### src/rtl/pulse_scan_scheduler.sv
// Pulse scan scheduler: runs a configurable number of pulser scans, stepping the
// transmit phase through a cyclic table with idle time between scans.
module pulse_scan_scheduler #(
    parameter int          PHASE_W  = 5,
    parameter int          N_PHASES = 4,
    parameter int          CNT_W    = 16,
    parameter logic [31:0] WDOG     = 32'd1000000
) (
    input  logic                        clk,
    input  logic                        rst_n,
    input  logic                        start,
    input  logic                        abort,
    input  logic [CNT_W-1:0]            num_scans,
    input  logic [31:0]                 rep_delay,
    input  logic [N_PHASES*PHASE_W-1:0] phase_table,
    input  logic [2:0]                  cycle_len,
    input  logic                        pulser_done,
    output logic                        pulser_enable,
    output logic [PHASE_W-1:0]          tx_phase,
    output logic [CNT_W-1:0]            scan_count,
    output logic                        busy,
    output logic                        done,
    output logic                        error
);
    localparam int IDX_W = (N_PHASES > 1) ? $clog2(N_PHASES) : 1;
    localparam int LEN_W = $clog2(N_PHASES + 1);
    localparam int TBL_W = N_PHASES * PHASE_W;

    typedef enum logic [2:0] {IDLE, LOAD, RUN, DELAY, FINISH} state_t;

    state_t             state, state_nx;
    logic [CNT_W-1:0]   num_scans_q, num_scans_nx;
    logic [31:0]        rep_delay_q, rep_delay_nx;
    logic [TBL_W-1:0]   table_q, table_nx;
    logic [LEN_W-1:0]   eff_len, eff_len_nx;
    logic [IDX_W-1:0]   phase_idx, phase_idx_nx;
    logic [31:0]        wdog_cnt, wdog_cnt_nx;
    logic [31:0]        delay_cnt, delay_cnt_nx;
    logic               pulser_enable_nx;
    logic [PHASE_W-1:0] tx_phase_nx;
    logic [CNT_W-1:0]   scan_count_nx;
    logic               busy_nx, done_nx, error_nx;
    logic               wdog_expired;

    // The watchdog fires on the WDOG-th RUN cycle; widened so WDOG=0 cannot wrap.
    assign wdog_expired = ({1'b0, wdog_cnt} + 33'd1) >= {1'b0, WDOG};

    always_comb begin
        state_nx         = state;
        num_scans_nx     = num_scans_q;
        rep_delay_nx     = rep_delay_q;
        table_nx         = table_q;
        eff_len_nx       = eff_len;
        phase_idx_nx     = phase_idx;
        wdog_cnt_nx      = wdog_cnt;
        delay_cnt_nx     = delay_cnt;
        pulser_enable_nx = 1'b0;
        tx_phase_nx      = tx_phase;
        scan_count_nx    = scan_count;
        error_nx         = 1'b0;

        case (state)
            IDLE: begin
                if (start && !abort) begin
                    num_scans_nx  = num_scans;
                    rep_delay_nx  = rep_delay;
                    table_nx      = phase_table;
                    eff_len_nx    = (cycle_len == 3'd0 || 32'(cycle_len) > 32'(N_PHASES))
                                    ? LEN_W'(N_PHASES) : LEN_W'(cycle_len);
                    scan_count_nx = '0;
                    phase_idx_nx  = '0;
                    state_nx      = (num_scans != '0) ? LOAD : FINISH;
                end
            end
            LOAD: begin
                tx_phase_nx = table_q[int'(phase_idx) * PHASE_W +: PHASE_W];
                wdog_cnt_nx = '0;
                state_nx    = RUN;
            end
            RUN: begin
                if (pulser_done) begin
                    scan_count_nx = scan_count + CNT_W'(1);
                    delay_cnt_nx  = (rep_delay_q == 32'd0) ? 32'd0 : rep_delay_q - 32'd1;
                    state_nx      = (scan_count_nx == num_scans_q) ? FINISH : DELAY;
                end else if (wdog_expired) begin
                    error_nx = 1'b1;
                    state_nx = IDLE;
                end else begin
                    wdog_cnt_nx      = wdog_cnt + 32'd1;
                    pulser_enable_nx = 1'b1;
                end
            end
            DELAY: begin
                if (delay_cnt == 32'd0) begin
                    phase_idx_nx = ((LEN_W'(phase_idx) + LEN_W'(1)) >= eff_len)
                                   ? '0 : phase_idx + IDX_W'(1);
                    state_nx     = LOAD;
                end else begin
                    delay_cnt_nx = delay_cnt - 32'd1;
                end
            end
            FINISH: begin
                state_nx = IDLE;
            end
            default: begin
                state_nx = IDLE;
            end
        endcase

        // Abort overrides everything a busy state decided, including a coincident pulser_done.
        if (state != IDLE && abort) begin
            state_nx         = IDLE;
            scan_count_nx    = scan_count;
            pulser_enable_nx = 1'b0;
            error_nx         = 1'b1;
        end

        done_nx = (state_nx == FINISH);
        busy_nx = (state_nx != IDLE);
    end

    always_ff @(posedge clk) begin
        if (!rst_n) begin
            state         <= IDLE;
            num_scans_q   <= '0;
            rep_delay_q   <= '0;
            table_q       <= '0;
            eff_len       <= '0;
            phase_idx     <= '0;
            wdog_cnt      <= '0;
            delay_cnt     <= '0;
            pulser_enable <= 1'b0;
            tx_phase      <= '0;
            scan_count    <= '0;
            busy          <= 1'b0;
            done          <= 1'b0;
            error         <= 1'b0;
        end else begin
            state         <= state_nx;
            num_scans_q   <= num_scans_nx;
            rep_delay_q   <= rep_delay_nx;
            table_q       <= table_nx;
            eff_len       <= eff_len_nx;
            phase_idx     <= phase_idx_nx;
            wdog_cnt      <= wdog_cnt_nx;
            delay_cnt     <= delay_cnt_nx;
            pulser_enable <= pulser_enable_nx;
            tx_phase      <= tx_phase_nx;
            scan_count    <= scan_count_nx;
            busy          <= busy_nx;
            done          <= done_nx;
            error         <= error_nx;
        end
    end
endmodule

### config.mk
export PLATFORM = sky130hd
export DESIGN_NAME = pulse_scan_scheduler
export DESIGN_NICKNAME = d
export VERILOG_FILES = /design/src/rtl/pulse_scan_scheduler.sv
export SDC_FILE = /design/constraint.sdc
export NUM_CORES = 1
export LEC_CHECK = 0
export BUFFER_PORTS_ARGS = -buffer_cell sky130_fd_sc_hd__buf_4
export CAP_MARGIN = 20
export CORE_ASPECT_RATIO = 1.2
export CORE_MARGIN = 3
export CORE_UTILIZATION = 54
export DETAILED_ROUTE_END_ITERATION = 16
export PLACE_DENSITY = 0.78
export SLEW_MARGIN = 20
export SYNTH_ARGS = -nofsm -noshare
export SYNTH_HDL_FRONTEND = slang
export SYNTH_SLANG_ARGS = --single-unit
### constraint.sdc
create_clock -name clk -period 9 [get_ports clk]
set_input_delay 1.8 -clock clk [delete_from_list [all_inputs] [get_ports clk]]
set_output_delay 1.8 -clock clk [all_outputs]
set_load 0.03 [all_outputs]
==> impl_metrics.csv <==
group,metric,value,unit
power_and_ir_drop,pwr-share-seq,0.442,
logic_synthesis,synth_warnings,0,
global_route,grt_usage,0.236,
timing,tightest_slew,1.08,ns
floorplan,die_w,124,um
route,routedWlPerCell,15.1,um
logic_synthesis,syn-cell-area,9000,um^2
run,drv_cap,0,
timing,fin_worst_skew,0.00897,ns
min_path,min_path_type,"register to register",
min_path,hold_depth,2,
global_route,grt_max_degree,124,
finish,layout_commonest_cell,"nand2_1",
finish,final_cell_area,10300,um^2
setup_path,cp_data_required_time,9.32,ns
power_and_ir_drop,p_leak,3.99,nW
clock_network,path_clk_slew,0.07,ns
power_and_ir_drop,p_switching,0.441,mW
route,route.vias.total,8105,
power_and_ir_drop,pwr_density_cell,167,nW/um^2
route,drc,0,
power_and_ir_drop,swShare,0.255,
finish,antennaDiodeCount,0,
place,gp_congestion,0.851,
setup_path,end_kind,"register",
logic_synthesis,synth.avg_cell_area,7.95,um^2
timing,fmax,257,MHz
place,hpwl,14.1,mm
setup_path,reg2reg_slack,5.11,ns
finish,drive_above_1_share,0.139,
clock_network,cts_resized,0,
power_and_ir_drop,worst_ir_drop_vdd,0.130,mV
logic_synthesis,synth.distinct_cells,67,
floorplan,die_y,147,um
min_path,holdPathEnd,"table_q[12]$_SDFFE_PN0P_",
logic_synthesis,ys_seq_elements,165,
timing,setup_slack,5.11,ns
route,drt-vias-per-instance,5.78,
global_route,antenna_found_initial,0,
timing,setup_viol,0,
setup_path,critPathLaunchType,"register",
floorplan,num_rows,51,
clock_network,hold_buffers,0,
route,wl_met1,9.37,mm
min_path,min_from,"table_q[12]$_SDFFE_PN0P_",
global_route,grt_pass1_wl,35.5,mm
place,dp_slack,5.13,ns
logic_synthesis,synth-main-ff-cell,"dfxtp_1",
global_route,grt-ovfl-total,0,
setup_path,worstSetupPathType,"register to register",
setup_path,cp_max_fo,18,
route,top_layer,"met4",
floorplan,core_area,16300,um^2
route,drt-initial-drc-count,516,
power_and_ir_drop,p_int,1.29,mW
status,status,"finished clean",
setup_path,max_stage_delay,0.68,ns
route,ant_nets,0,
floorplan,boundaryPins,101,
power_and_ir_drop,combPwrFrac,0.128,
logic_synthesis,synthesis.nets,1216,
timing,tns,0,ns
clock_network,clkLatencyLatePin,0.43,ns
finish,final_cells,1403,
setup_path,path_common_cell,"and3_1",
clock_network,clock-sinks,165,
setup_path,r2r_start,"wdog_cnt[0]$_SDFFE_PN0P_",
timing,finalCriticalPeriod,3.89,ns
global_route,grt_pass1_vias,7483,
timing,whs,0.461,ns
power_and_ir_drop,p_clk_frac,0.430,
timing,relSlewSlack,0.283,
timing,finalMaxSlewViolations,0,
timing,rsz0062_at_grt,"no",
logic_synthesis,synthCells,1131,
finish,fin_nets,1263,
clock_network,cts.htree.levels,4,
route,met2WireLength,10.3,mm
place,portBuffers,100,
timing,period_share,0.432,
clock_network,cts_tree,"built",
place,place_inst,1371,
logic_synthesis,synth_edf_count,0,
place,place_area,9740,um^2
setup_path,crit_slowest_cell,"or3_1",
logic_synthesis,ys_seq_area_frac,0.367,
setup_path,worst-endpoint-arrival,4.21,ns
clock_network,clk_path_buf_depth,2,
setup_path,rr_worst_depth,10,
floorplan,dieArea,18300,um^2
logic_synthesis,async_flop_share,0,
finish,utilization,0.635,
timing,hold_viol,0,
setup_path,reg2reg_to,"wdog_cnt[6]$_SDFFE_PN0P_",
route,wl,21.1,mm
finish,final_cell_mix,"nand2_1, dfxtp_1, buf_4",
route,dr.pass1.iters,5,
floorplan,initial_utilization,0.553,
setup_path,crit_chain,"ha_1 -> nand3_4 -> nor4_4 -> and3_1 -> and3_1 -> o2bb2a_4 -> o211ai_2 -> or4_4 -> or3_1 -> o41ai_1",
finish,area_growth,14.9,%
route,wl_met3,786,um
clock_network,clock_tree.root_cell,"clkbuf_16",
power_and_ir_drop,fin_total_pwr,1.73,mW
clock_network,post_cts_buffers,0,
clock_network,numCtsBuffers,17,
## how the worst max path moves through the flow
| stage | start | to | slack, ns | depth (start not counted) |
|---|---|---|---|---|
| 6_report | wdog_cnt[0]$_SDFFE_PN0P_ | wdog_cnt[6]$_SDFFE_PN0P_ | 5.11 | 10 |
| 5_1_grt | rep_delay_q[11]$_SDFFE_PN0P_ | delay_cnt[7]$_SDFFE_PN0P_ | 4.81 | 10 |
| 4_1_cts | wdog_cnt[0]$_SDFFE_PN0P_ | wdog_cnt[6]$_SDFFE_PN0P_ | 5.13 | 10 |
| 3_5_place_dp | wdog_cnt[0]$_SDFFE_PN0P_ | wdog_cnt[6]$_SDFFE_PN0P_ | 5.13 | 10 |
| 3_3_place_gp | pulser_done | scan_count[9]$_SDFFE_PN0P_ | 5.16 | 7 |
| 2_1_floorplan | pulser_done | busy$_SDFF_PN0_ | 5.68 | 6 |
## cell type report
type,count,area (um^2)
clock buffer,21,450
clock inverter,11,151
fill,1441,5930
inverter,12,45.0
multi-input combinational,876,5330
sequential,165,3300
tap,212,265
timing repair buffer,106,796
## critical path, delay by kind of cell (launching register included)
| kind | cells | cell delay, ns |
|---|---|---|
| simple gates | 6 | 2.50 |
| compound gates | 3 | 0.57 |
| flops | 1 | 0.41 |
| fa+ha+maj | 1 | 0.30 |
## sequential cells by signal (all words and copies together), names as in the netlist, 5 cells and up
name,flops
table_q,20
rep_delay_q,32
num_scans_q,16
tx_phase,5
scan_count,16
wdog_cnt,32
delay_cnt,32
## power by group through the flow
stage	Combinational, mW	Clock (mW)	Sequential [mW]
after global routing	0.248	0.781	0.768
after floorplan	0.155	0	0.778
after CTS	0.222	0.754	0.765
final	0.221	0.744	0.765
after global placement	0.217	0	0.780
after detailed placement	0.220	0	0.781
## cell usage after synthesis (all sizes together) (12+ instances only)
cell / number / area share
a21boi: 86 / 0.072
a21oi: 38 / 0.021
a22oi: 12 / 0.010
and3: 33 / 0.023
buf: 16 / 0.012
clkbuf: 62 / 0.026
dfxtp: 165 / 0.37
inv: 12 / 0.0050
nand2: 197 / 0.082
nand3: 37 / 0.023
nor2: 74 / 0.031
nor2b: 27 / 0.019
nor3: 36 / 0.020
nor4: 24 / 0.018
o211ai: 12 / 0.012
o21ai: 69 / 0.038
or3: 16 / 0.011
xnor2: 44 / 0.043
xor2: 21 / 0.020
## kinds of logic after synthesis
group / Yosys count / synth area share
and+or+nand+nor: 501 / 0.270
AOI/OAI and AO/OA: 289 / 0.224
DFF: 165 / 0.367
buffers and inverters: 90 / 0.0430
xor gates and xnor gates: 65 / 0.0633
muxes: 12 / 0.0204
adders and majority gates: 9 / 0.0125
## metal layers
metal,global-route usage,up-vias
met1,0.306,3789
met4,0.0986,0
li1,-,4092
met5,0,-
met2,0.381,183
met3,0.0463,41
(Power assumes the default switching activity.)
